## src/rtl/nibble_packer_if.sv

```systemverilog
// Handshake bundle for nibble_packer: nibble stream in, packed-word stream out.
// master = upstream/consumer side, slave = the packer itself.
interface nibble_packer_if #(
  parameter int NIBBLES = 4
);
  logic                   in_valid;
  logic                   in_ready;
  logic [3:0]             in_nibble;
  logic                   in_last;
  logic                   out_valid;
  logic                   out_ready;
  logic [4*NIBBLES-1:0]   out_data;
  logic [2:0]             out_count;
  logic                   out_last;

  modport master (
    output in_valid, in_nibble, in_last, out_ready,
    input  in_ready, out_valid, out_data, out_count, out_last
  );

  modport slave (
    input  in_valid, in_nibble, in_last, out_ready,
    output in_ready, out_valid, out_data, out_count, out_last
  );
endinterface

```

## src/rtl/nibble_packer.sv

```systemverilog
// Packs NIBBLES little-endian nibbles into a word; NIBBLE_PACK_TIMEOUT_EN adds an idle flush.
// Latency: word is valid one clock after its completing nibble (or flush) edge.
// Backpressure: in_ready = !out_valid || out_ready; a stalled word blocks all input.
module nibble_packer #(
  parameter int NIBBLES = 4
`ifdef NIBBLE_PACK_TIMEOUT_EN
  ,
  parameter int TIMEOUT = 16
`endif
) (
  input  logic             clk,
  input  logic             rst,
  nibble_packer_if.slave   bus
);

  localparam int W = 4 * NIBBLES;

  typedef enum logic {
    FILL = 1'b0,
    HOLD = 1'b1
  } state_e;

  state_e         state_q;
  logic [W-1:0]   acc_q;
  logic [W-1:0]   acc_d;
  logic [2:0]     cnt_q;
  logic [W-1:0]   data_q;
  logic [2:0]     count_q;
  logic           last_q;

  logic           out_free;
  logic           accept;
  logic           complete;
  logic           flush;

  assign out_free = (state_q == FILL) || bus.out_ready;
  assign accept   = bus.in_valid && out_free;
  assign complete = accept && (bus.in_last || (cnt_q == 3'(NIBBLES - 1)));

  // Higher nibbles of acc_q are always zero, so the merged word is already zero-padded.
  always_comb begin
    acc_d = acc_q;
    for (int i = 0; i < NIBBLES; i++) begin
      if (cnt_q == 3'(i)) begin
        acc_d[4*i +: 4] = bus.in_nibble;
      end
    end
  end

`ifdef NIBBLE_PACK_TIMEOUT_EN
  localparam int TW = (TIMEOUT > 1) ? $clog2(TIMEOUT) : 1;
  logic [TW-1:0] timer_q;

  // Timer saturates at TIMEOUT-1 so a flush blocked by the output fires as soon as it frees.
  assign flush = !accept && (cnt_q != 3'd0) && (timer_q == TW'(TIMEOUT - 1)) && out_free;
`else
  assign flush = 1'b0;
`endif

  always_ff @(posedge clk) begin
    if (rst) begin
      state_q <= FILL;
      acc_q   <= '0;
      cnt_q   <= 3'd0;
      data_q  <= '0;
      count_q <= 3'd0;
      last_q  <= 1'b0;
`ifdef NIBBLE_PACK_TIMEOUT_EN
      timer_q <= '0;
`endif
    end else begin
      if (complete) begin
        data_q  <= acc_d;
        count_q <= cnt_q + 3'd1;
        last_q  <= bus.in_last;
        state_q <= HOLD;
        acc_q   <= '0;
        cnt_q   <= 3'd0;
      end else if (flush) begin
        data_q  <= acc_q;
        count_q <= cnt_q;
        last_q  <= 1'b1;
        state_q <= HOLD;
        acc_q   <= '0;
        cnt_q   <= 3'd0;
      end else begin
        if (accept) begin
          acc_q <= acc_d;
          cnt_q <= cnt_q + 3'd1;
        end
        if ((state_q == HOLD) && bus.out_ready) begin
          state_q <= FILL;
        end
      end
`ifdef NIBBLE_PACK_TIMEOUT_EN
      if (accept || flush || (cnt_q == 3'd0)) begin
        timer_q <= '0;
      end else if (timer_q != TW'(TIMEOUT - 1)) begin
        timer_q <= timer_q + 1'b1;
      end
`endif
    end
  end

  assign bus.in_ready  = out_free;
  assign bus.out_valid = (state_q == HOLD);
  assign bus.out_data  = data_q;
  assign bus.out_count = count_q;
  assign bus.out_last  = last_q;

endmodule

```

## src/flat_wrapper.sv

```systemverilog
// flat-port wrapper written by rule: the top's interface ports become plain ports
module nibble_packer_flat 
#(
  parameter int NIBBLES = 4

)
  (clk, rst, bus_in_valid, bus_in_nibble, bus_in_last, bus_out_ready, bus_in_ready, bus_out_valid, bus_out_data, bus_out_count, bus_out_last);
  nibble_packer_if #(.NIBBLES(NIBBLES)) bus_i ();
  input  logic clk;
  input  logic rst;
  input wire logic [$bits(bus_i.in_valid)-1:0] bus_in_valid;
  input wire logic [$bits(bus_i.in_nibble)-1:0] bus_in_nibble;
  input wire logic [$bits(bus_i.in_last)-1:0] bus_in_last;
  input wire logic [$bits(bus_i.out_ready)-1:0] bus_out_ready;
  output wire logic [$bits(bus_i.in_ready)-1:0] bus_in_ready;
  output wire logic [$bits(bus_i.out_valid)-1:0] bus_out_valid;
  output wire logic [$bits(bus_i.out_data)-1:0] bus_out_data;
  output wire logic [$bits(bus_i.out_count)-1:0] bus_out_count;
  output wire logic [$bits(bus_i.out_last)-1:0] bus_out_last;
  assign bus_i.in_valid = bus_in_valid;
  assign bus_i.in_nibble = bus_in_nibble;
  assign bus_i.in_last = bus_in_last;
  assign bus_i.out_ready = bus_out_ready;
  assign bus_in_ready = bus_i.in_ready;
  assign bus_out_valid = bus_i.out_valid;
  assign bus_out_data = bus_i.out_data;
  assign bus_out_count = bus_i.out_count;
  assign bus_out_last = bus_i.out_last;
  nibble_packer #(.NIBBLES(NIBBLES)) u_core (.clk(clk), .rst(rst), .bus(bus_i));
endmodule
```

## config.mk

```make
export PLATFORM = sky130hd
export DESIGN_NAME = nibble_packer_flat
export DESIGN_NICKNAME = d
export VERILOG_FILES = /design/src/rtl/nibble_packer_if.sv /design/src/rtl/nibble_packer.sv /design/src/flat_wrapper.sv
export SDC_FILE = /design/constraint.sdc
export NUM_CORES = 1
export LEC_CHECK = 0
export ABC_AREA = 1
export BUFFER_PORTS_ARGS = -buffer_cell sky130_fd_sc_hd__buf_2
export CORE_AREA = 5 5 79 63
export CTS_CLUSTER_DIAMETER = 100
export DETAILED_ROUTE_END_ITERATION = 8
export DIE_AREA = 0 0 84 68
export PLACE_DENSITY_LB_ADDON = 0.05
export REMOVE_ABC_BUFFERS = 1
export SYNTH_ARGS = -nofsm -noshare
export SYNTH_HDL_FRONTEND = slang
export SYNTH_SLANG_ARGS = --single-unit
```

## constraint.sdc

```tcl
create_clock -name clk -period 2.8 [get_ports clk]
set_input_delay 0.14 -clock clk [delete_from_list [all_inputs] [get_ports clk]]
set_output_delay 0.14 -clock clk [all_outputs]
set_load 0.02 [all_outputs]
```

### Word-level counts from Yosys, hierarchy flattened

Cells that the tools add are included.

| operators by class | value |
|---|---|
| $add $sub $neg | 1 |
| equal/unequal tests | 3 |
| multiplexer cells | 6 |
| bitwise gates (word level) | 1 |
| reduce and logical (&&, ||, !) cells | 8 |

Operator list:

| cell | count |
|---|---|
| two-way mux 4 bit | 4 |
| equality test 3 x 2 -> 1 bit (second input constant) | 2 |
| adder 3 x 1 -> 3 bit (second input constant) | 1 |
| equality test 3 x 1 -> 1 bit (second input constant) | 1 |
| logical AND 1 bit | 3 |
| logical NOT 3 bit | 1 |
| logical OR 1 bit | 2 |
| two-way mux 1 bit | 2 |
| nonzero test 2 bit | 1 |
| OR reduction 2 bit | 1 |
| inverter 1 bit | 1 |

| word-level totals | value |
|---|---|
| register bits after elaboration | 40 |
| input bits | 9 |
| output and inout port bits | 22 |
| word-level logic and storage cells | 25 |

### Longest topological paths before layout

Gate-level depths: netlist (run 1).

| logic depth | value |
|---|---|
| depth after elaboration | 5 |
| gate-level depth with buffers | 11 |

### Worst setup path after synthesis (run 1)

OpenSTA, ideal clock, no wires.

| timing | value |
|---|---|
| kind | register to register |
| start point | register u_core.cnt_q[2] |
| end point | register u_core.data_q[10] (netlist: u_core.bus.out_data[10]) |
| library setup time | 0.110 ns |
| arrival time | 1.348 ns |
| data required time | 2.690 ns |
| setup slack | 1.342 ns |
| cell stages (with the launch flop) | 12 |
| buffers on the path | 2 |
| cells stage by stage | dfxtp_1 -> inv_1 -> buf_4 -> ha_1 -> inv_2 -> nand2_2 -> inv_2 -> nor2_8 -> buf_6 -> nand2_1 -> nand2_1 -> nor2_1 |

| on the way | value |
|---|---|
| cells in the longest elaborated chain, start to end | 3 |
| elaborated cells on any way between the ends | 5 |
| those cells by class | 2 x eq/ne; 1 x mux; 2 x reduce/logical |

RTL lines:

| item | line | RTL |
|---|---|---|
| from (decl) | nibble_packer.sv:26 | `logic [2:0] cnt_q;` |
| from (signal assigned) | nibble_packer.sv:89 | `cnt_q <= cnt_q + 3'd1;` |
| equality test 3 x 2 -> 1 bit | nibble_packer.sv:38 | `assign complete = accept && (bus.in_last \|\| (cnt_q == 3'(NIBBLES - 1)));` |
| logical OR 1 bit | nibble_packer.sv:38 |  |
| logical AND 1 bit | nibble_packer.sv:38 |  |
| to (signal assigned) | nibble_packer.sv:80 | `data_q <= acc_q;` |
| to (decl) | nibble_packer.sv:27 | `logic [W-1:0] data_q;` |

Several ways; a longest one is shown, not always the timed one.
A chain may end at the register's enable or synchronous reset.

### Final worst setup path (run 1)

| timing | value |
|---|---|
| start point | register u_core.cnt_q[2] |
| end point | register u_core.data_q[15] (netlist: u_core.bus.out_data[15]) |

| on the way | value |
|---|---|
| cells in the longest elaborated chain, start to end | 3 |
| elaborated cells on any way between the ends | 4 |
| those cells by class | 1 x eq/ne; 1 x mux; 2 x reduce/logical |

RTL lines:

| item | line |
|---|---|
| equality test 3 x 2 -> 1 bit * | nibble_packer.sv:38, nibble_packer.sv:44 |
| logical OR 1 bit | nibble_packer.sv:38 |
| logical AND 1 bit | nibble_packer.sv:38 |

Mark *: on every way between the ends. The rest lies on a longest branch, timed or not.

==> results.toml, run 1 <==
[synth]
synth_seq_cells = 40
synthTopCellsByArea = "dfxtp_1 (40%), nand2_1 (20%), inv_1 (9.1%), nand3_1 (8.8%), nor2_1 (4.9%)"
yosys.area.top_type = "dfxtp_1"
yosysSeqAreaShare = 0.404
ys_types = 19
syn_avg_cell_area_um2 = 6.55
synthesis.area_um2 = 1980
synth_cells = 303
synth_top_cell_area_share = 0.404
synth_warnings = 0

[global_routing]
gr-usage-met1 = 0.201
antenna_found_initial = 0
busiest_layer = "met2"
gr-total-overflow = 0
grtUsageMet2 = 0.247
grt_max_degree = 37
track_usage = 0.156
grt_pass1_vias = 1547
grtUsageMet3 = 0.0373
grt_pass1_wl_um = 6930

[route]
wl_um = 4100
drcViolationCount = 0
via_count = 1747
drtIter0Drc = 99
vias_per_cell = 4.50
wl_per_cell_um = 10.6
ant_nets = 0
drt_first_pass_iters = 4

[clock_network]
holdBufCountCts = 0
post_cts_buffers = 0
clk_latency_ps = 300
htree_num_levels = 2
numCtsBuffers = 5
ctsRootBufferMaster = "clkbuf_8"
clk_path_buf_depth = 2
cts_sinks = 40
cts_tree = "done"
ctsResizeCount = 0
clk_pin_slew_ps = 80

[cells_and_area]
antenna_cells = 0
stdcell_count = 388
drive_above_1_share = 0.139
final_net_count = 344
n_fill_cell = 444
syn_to_final_growth_pct = 13.9
multi_input_area_um2 = 912
register_area_um2 = 801

[die]
fp.dieW_um = 84
start_util = 0.472
rows = 21
coreArea_um2 = 4200
ios = 31
die_h_um = 68
die_area_um2 = 5710

[timing]
post-route-period-util = 0.667
skew_ps = 6.35
period_needed_ps = 1870
tightest_slew_ps = 934
setup_viol = 0
max_freq_ghz = 0.535
final-max-slew-violation-count = 0
hold_viol = 0
rsz0062_at_grt = "no"
relSlewSlack = 0.373
finalSetupTns_ps = 0
whs_ps = 45.6

[placement]
gp_congestion = 0.745
port-buffer-count = 30
dp_cells = 380
place_hpwl_um = 2730

[critical_path]
cp_max_fo = 20
endpoint_kind = "register"
arrival_ps = 2050
crit_required_ps = 2980
cp-start-kind = "register"
rr_endpoint = "u_core.bus.out_data[15]"
r2r-start = "u_core.cnt_q[2]"
ff2ff_path_depth = 8
path_class = "register to register"
ff2ff_setup_slack_ps = 930

[min_path]
min-delay-start = "rst"
whs_path_depth = 2
hp-class = "input port to register"
worstHoldEndpoint = "u_core.bus.out_last"

[run]
drv_cap = 0

[power_and_ir_drop]
leakage_nw = 1.22
ir_worst_vdd_uv = 381
powerDensity_nw_per_um2 = 596

[status]
outcome = "complete, no violations"
-- final cells by class --
class                   count  area share
clock buffers               7      0.0426
clock inverters             1      0.0133
inverters                  51      0.0847
multi-input cells         201       0.404
flip-flops and latches     40       0.354
well taps                  57      0.0316
repair buffers             31      0.0698
-- cell usage after synthesis (all sizes together) --
master and count:
nand2 109, inv 50, dfxtp 40, nand3 36
nor2 27, a21oi 19, buf 10, ha 5
o21ai 5, clkbuf 1, clkinv 1
-- cells by family (layout without fill, tap and decap cells) --
logic type / count (synthesis) / after routing / share of synthesized area
compound gates: 24 / 24 / 0.0605
fa+ha+maj: 5 / 5 / 0.0315
buf+inv: 62 / 90 / 0.137
flops: 40 / 40 / 0.404
simple gates: 172 / 172 / 0.368
-- worst max path at each step --
stage | startpoint | end | slack [ps]
floorplan | u_core.cnt_q[2] | u_core.acc_q[10] | 1040
CTS | u_core.cnt_q[2] | u_core.acc_q[3] | 910
detailed placement | u_core.cnt_q[2] | u_core.acc_q[3] | 920
global placement | u_core.cnt_q[2] | u_core.acc_q[0] | 940
finish | u_core.cnt_q[2] | u_core.bus.out_data[15] | 930
global route | u_core.cnt_q[2] | u_core.acc_q[8] | 730
-- critical path, stage by stage, from the launching register on --
cell and delay [ps]:
dfxtp_1 310, inv_1 320, ha_1 230, inv_2 70, nand2_2 90, nand3_2 240
buf_4 320, nand3_1 90, nand2_1 70
-- metrics by stage --
stage	setup slack (ps)	instance area (um2)	util	power, mW
2_1_floorplan	1040	1900	-	0.784
3_3_place_gp	940	2130	0.507	0.840
3_5_place_dp	922	2130	0.507	0.843
4_1_cts	911	2260	0.538	1.36
5_1_grt	726	2260	0.538	1.43
6_report	932	2260	0.538	1.35
-- cells in the final DEF, fill, tap and decap left out, types with 2 or more instances in the layout --
| master | count |
|---|---|
| a21oi_1 | 19 |
| buf_2 | 30 |
| clkbuf_8 | 7 |
| dfxtp_1 | 40 |
| ha_1 | 5 |
| inv_1 | 48 |
| inv_2 | 2 |
| nand2_1 | 106 |
| nand2_4 | 2 |
| nand3_1 | 35 |
| nor2_1 | 26 |
| o21ai_0 | 4 |
-- state kept, by name, summed over array words and instances, names as in the netlist --
register and flops:
u_core.bus.out_valid 1, u_core.bus.out_count 3, u_core.acc_q 16, u_core.bus.out_last 1, u_core.bus.out_data 16, u_core.cnt_q 3
-- routing by layer --
| layer | vias to the layer above | wire (um) |
|---|---|---|
| li1 | 970 | - |
| met1 | 736 | 2080 |
| met2 | 34 | 1740 |
| met3 | 7 | 191 |
| met4 | 0 | 89 |
| met5 | - | 0 |
-- power by group --
group | switching, mW | leakage, nW | internal (mW)
clock | 0.203 | 0.0645 | 0.315
sequential | 0.0122 | 0.328 | 0.600
combinational | 0.146 | 0.826 | 0.0699
No activity file was read; power rests on OpenSTA's default activity.
==> run 2, diff against run 1 <==
clock period = 1.7 ns   (was 2.8 ns; I/O delays follow)
==> run 2 against run 1 <==
Against the previous run: clock power grew 24%; worst hold slack gained 17 ps; critical endpoint is now u_core.bus.out_count[2]; register-to-register slack lost 750 ps; sequential cell count is the same; power grew 50%.
==> results.toml, run 2 (synthesis gave the netlist of run 1 again) <==
[power_and_ir_drop]
ir_worst_vdd_uv = 560
powerDensity_nw_per_um2 = 884
leakage_nw = 1.23
power_mw = 2.02

[placement]
gp_congestion = 0.734
post-place-ws_ps = 90.1
placed_area_um2 = 2180
dp_cells = 384
port-buffer-count = 30
place_hpwl_um = 2890

[timing]
worst_slack_ps = 177
max_freq_ghz = 0.657
skew_ps = 6.01
setup_viol = 0
relSlewSlack = 0.746
post-route-period-util = 0.896
hold_viol = 0
rsz0062_at_grt = "no"
tightest_slew_ps = 381
period_needed_ps = 1520
final-max-slew-violation-count = 0

[global_routing]
antenna_found_initial = 0
grt_pass1_vias = 1535
grt_max_degree = 34
track_usage = 0.155
gr-total-overflow = 0
grt_pass1_wl_um = 7020

[min_path]
hp-class = "input port to register"

[route]
wl_per_cell_um = 10.6
drcViolationCount = 0
vias_per_cell = 4.50
drtIter0Drc = 81
wl_um = 4150
via_count = 1770
ant_nets = 0
drt_first_pass_iters = 4

[critical_path]
ff2ff_setup_slack_ps = 180
arrival_ps = 1710
crit_end = "u_core.bus.out_count[2]"
cp_max_fo = 19
endpoint_kind = "register"
ff2ff_path_depth = 9
path_class = "register to register"
cp-start-kind = "register"
rr_endpoint = "u_core.bus.out_count[2]"
startpoint = "u_core.cnt_q[0]"
crit_required_ps = 1890
r2r-start = "u_core.cnt_q[0]"

[clock_network]
htree_num_levels = 2
ctsRootBufferMaster = "clkbuf_8"
clk_pin_slew_ps = 70
clk_path_buf_depth = 2
numCtsBuffers = 5
cts_sinks = 40
cts_tree = "done"
clk_latency_ps = 290

[cells_and_area]
design_area_um2 = 2290
fin_util = 0.544
final_net_count = 349
final_common_cell = "nand2_1"
antenna_cells = 0
syn_to_final_growth_pct = 15.2
stdcell_count = 393
layout_common_cells = "nand2_1 (105), inv_1 (48), dfxtp_1 (40), nand3_1 (35), buf_2 (30)"
drive_above_1_share = 0.146

[die]
ios = 31
die_h_um = 68
die_area_um2 = 5710
fp.dieW_um = 84
start_util = 0.472
coreArea_um2 = 4200
rows = 21

[run]
drv_cap = 0

[status]
outcome = "complete, no violations"
-- run 2: cell type report --
| cell class | instances | area [um2] |
|---|---|---|
| fillers | 436 | 1920 |
| repair buffers | 36 | 210 |
| multi-input cells | 201 | 922 |
| clock buffers | 8 | 90.1 |
| inverters | 51 | 191 |
| well taps | 57 | 71.3 |
| flip-flops and latches | 40 | 801 |
-- run 2: stage by stage --
| stage | hold slack, ps | TNS (ps) |
|---|---|---|
| final | 62.7 | 0 |
| after detailed placement | 298 | 0 |
| after global placement | 296 | 0 |
| after CTS | 51.3 | 0 |
| after global routing | 72.5 | 0 |
| after floorplan | 154 | -437 |
-- run 2: report_power, final --
| group | switching, mW | total (mW) | internal (mW) |
|---|---|---|---|
| Sequential | 0.0200 | 1.01 | 0.988 |
| Combinational | 0.245 | 0.371 | 0.126 |
| Clock | 0.309 | 0.640 | 0.331 |
-- run 2: repair_timing --
action / 4_1_cts / 5_1_grt
hold buffers: 1 / 0
resized for setup: 0 / 2
buffers inserted: 0 / 0
endpoints found under the hold margin: 3 / 0
setup endpoints to repair: 0 / 7
-- run 2: per-layer routing --
metal,vias up,part of all wire,track usage
li1,979,-,-
met1,744,0.51,0.206
met2,40,0.43,0.244
met3,7,0.049,0.0373
met4,0,0.016,0.0663
met5,-,0,0
-- run 2: how the worst min path moves through the flow --
stage | from | end | slack, ps | cells after the start
6_report | bus_in_last | u_core.bus.out_last | 60 | 3
5_1_grt | bus_in_last | u_core.bus.out_last | 70 | 3
4_1_cts | bus_in_last | u_core.bus.out_last | 50 | 3
3_5_place_dp | rst | u_core.bus.out_count[2] | 300 | 2
3_3_place_gp | rst | u_core.bus.out_count[2] | 300 | 2
2_1_floorplan | rst | u_core.bus.out_last | 150 | 1
-- run 2: critical path, stage by stage (launching register included) --
cell and delay, ps:
dfxtp_1 390, ha_1 180, ha_1 150, inv_2 80, nand2_2 110, inv_2 70, nor2_8 250, nand2_1 90
nand2_1 70, nor2_1 40
==> run 3, diff against run 2 <==
ABC_AREA = 0   (was 1)
CORE_AREA = 5 5 76 61   (was 5 5 79 63)
DIE_AREA = 0 0 81 66   (was 0 0 84 68)
PLACE_DENSITY = 0.72   (was not set)
PLACE_DENSITY_LB_ADDON = not set   (was 0.05)
==> run 3 against run 2 <==
Against the previous run: via count shrank 14%; final cell count shrank 30%; count of clock-buffer cells in the layout shrank 2; utilization grew 2.2 points; power shrank 3.1%; combinational power shrank 19%; synthesized cell count shrank 38%; final area shrank 4.6%; clock skew shrank 4.1 ps; critical path depth shrank 2; first-iteration DRC count grew 78%; die area shrank 6.4%; largest power group unchanged.
==> results.toml, run 3 <==
[clock_network]
clk_latency_ps = 290
holdBufCountCts = 0
cts_sinks = 40
htree_num_levels = 2
clk_path_buf_depth = 2
cts_tree = "done"
numCtsBuffers = 5
clk_pin_slew_ps = 80
ctsRootBufferMaster = "clkbuf_8"

[synth]
ys_types = 25
yosysMostFrequentCell = "dfxtp_1"
synthTopCellsByArea = "dfxtp_1 (45%), mux2i_1 (8.9%), a211oi_1 (7.1%), a31oi_1 (5.9%), o32ai_1 (5.9%)"
yosys.area.top_type = "dfxtp_1"
synth_warnings = 0
yosysSeqAreaShare = 0.447
synth_cells = 187
syn_avg_cell_area_um2 = 9.57
netlist_top_cells_count = "dfxtp_1 (40), a211oi_1 (17), a31oi_1 (17), inv_1 (17), mux2i_1 (16)"
synth_top_cell_area_share = 0.447
async_flop_share = 0
synth_edf_count = 0
synth_seq_cells = 40
synthFlopType = "dfxtp_1"
synthesis.area_um2 = 1790

[critical_path]
ff2ff_path_depth = 7
path_class = "register to register"
startpoint = "u_core.cnt_q[0]"
crit_end = "u_core.acc_q[3]"
cp_max_fo = 6
endpoint_kind = "register"
arrival_ps = 1850
rr_endpoint = "u_core.acc_q[3]"
ff2ff_setup_slack_ps = 60
r2r-start = "u_core.cnt_q[0]"
cp-start-kind = "register"
crit_required_ps = 1900

[placement]
gp_congestion = 0.820
port-buffer-count = 30
placed_area_um2 = 2060
place_hpwl_um = 2890

[global_routing]
track_usage = 0.177
grt_pass1_vias = 1456
gr-total-overflow = 0
grt_max_degree = 32
antenna_found_initial = 0
grt_pass1_wl_um = 7160

[cells_and_area]
design_area_um2 = 2180
drive_above_1_share = 0.284
layout_common_cells = "dfxtp_1 (40), buf_2 (30)"
syn_to_final_growth_pct = 21.8
antenna_cells = 0
fin_util = 0.566
final_net_count = 235
final_common_cell = "dfxtp_1"

[run]
drv_cap = 0

[timing]
relSlewSlack = 0.626
finalSetupTns_ps = 0
post-route-period-util = 0.966
final-max-slew-violation-count = 0
hold_viol = 0
whs_ps = 118
skew_ps = 1.95
tightest_slew_ps = 561
max_freq_ghz = 0.609
setup_viol = 0
period_needed_ps = 1640

[route]
vias_per_cell = 5.53
ant_nets = 0
wl_um = 4320
drcViolationCount = 0
via_count = 1531
drtIter0Drc = 144
wl_per_cell_um = 15.6
drt_first_pass_iters = 4

[power_and_ir_drop]
combinationalPowerShare = 0.154
leakage_nw = 0.854
switching_share = 0.277
p_int_mw = 1.42
ir_worst_vdd_uv = 515
powerDensity_nw_per_um2 = 898
p_sw_mw = 0.542
pwr-share-seq = 0.507
clkPwrFrac = 0.338

[status]
outcome = "complete, no violations"

[die]
ios = 31
die_h_um = 66
rows = 20
die_area_um2 = 5350
start_util = 0.465
fp.dieW_um = 81
coreArea_um2 = 3850

[min_path]
hp-class = "input port to register"
-- run 3: cell types whose count changed in the layout (fill, tap and decap cells not counted), sizes merged, moves of 12 or more --
cell    previous run  this run
nand2            109         0
nand3             36         2
inv               50        18
nor2              27         1
a211oi             0        17
a31oi              0        17
mux2i              0        16
buf               35        48
a21oi             19         7
o32ai              0        12
-- run 3: area by class of cell --
| cell class | instances | area (um2) |
|---|---|---|
| multi-input cells | 108 | 853 |
| inverters | 18 | 67.6 |
| clock buffers | 6 | 82.6 |
| fillers | 375 | 1670 |
| flip-flops and latches | 40 | 801 |
| repair buffers | 48 | 298 |
| well taps | 55 | 68.8 |
| clock inverters | 2 | 10.0 |
-- run 3: cell families after synthesis --
family | synth area share
AO/OA/AOI/OAI | 0.247
flip-flops | 0.447
buffers and inverters | 0.0929
AND/OR/NAND/NOR | 0.0887
multiplexers | 0.0894
adder cells (fa/ha/maj) | 0.0349
-- run 3: layer usage --
metal / share of wire / track usage / vias up
met1: 0.50 / 0.247 / 733
met2: 0.44 / 0.256 / 30
met3: 0.044 / 0.0450 / 7
met5: 0 / 0 / -
li1: - / - / 761
met4: 0.015 / 0.0717 / 0
-- run 3: repair_timing --
action | 4_1_cts | 5_1_grt
setup endpoints to repair | 15 | 8
pin swaps | 0 | 1
buffers inserted | 0 | 0
endpoints found under the hold margin | 0 | 0
resized for setup | 1 | 4
-- run 3: how the worst min path moves through the flow --
| stage | startpoint | end | slack (ps) | cells past startpoint |
|---|---|---|---|---|
| floorplan | rst | u_core.bus.out_count[0] | 150 | 1 |
| global placement | bus_in_last | u_core.bus.out_last | 390 | 3 |
| detailed placement | bus_in_last | u_core.bus.out_last | 410 | 3 |
| CTS | bus_in_last | u_core.bus.out_last | 100 | 3 |
| global route | bus_in_last | u_core.bus.out_last | 130 | 3 |
| finish | bus_in_last | u_core.bus.out_last | 120 | 3 |
-- run 3: power by group through the flow --
stage	combinational, mW	sequential (mW)	clock, mW
floorplan	0.119	1.05	0
global placement	0.293	1.01	0
detailed placement	0.296	1.02	0
CTS	0.299	0.994	0.676
global route	0.327	0.999	0.734
finish	0.302	0.993	0.663
-- run 3: per-stage QoR --
step / total power, mW / setup slack (ps) / cells
6_report: 1.96 / 57.0 / 277
5_1_grt: 2.06 / -8.28 / 277
4_1_cts: 1.97 / 64.0 / 277
3_5_place_dp: 1.31 / -33.9 / 269
3_3_place_gp: 1.31 / 36.0 / 269
2_1_floorplan: 1.17 / -676 / 166
-- run 3: critical path, stage by stage (launching register included) --
cell and delay, ps:
dfxtp_1 320, ha_1 200, ha_1 200, buf_4 180, nor2_4 110, buf_4 140
nand4_1 210, o32ai_1 200
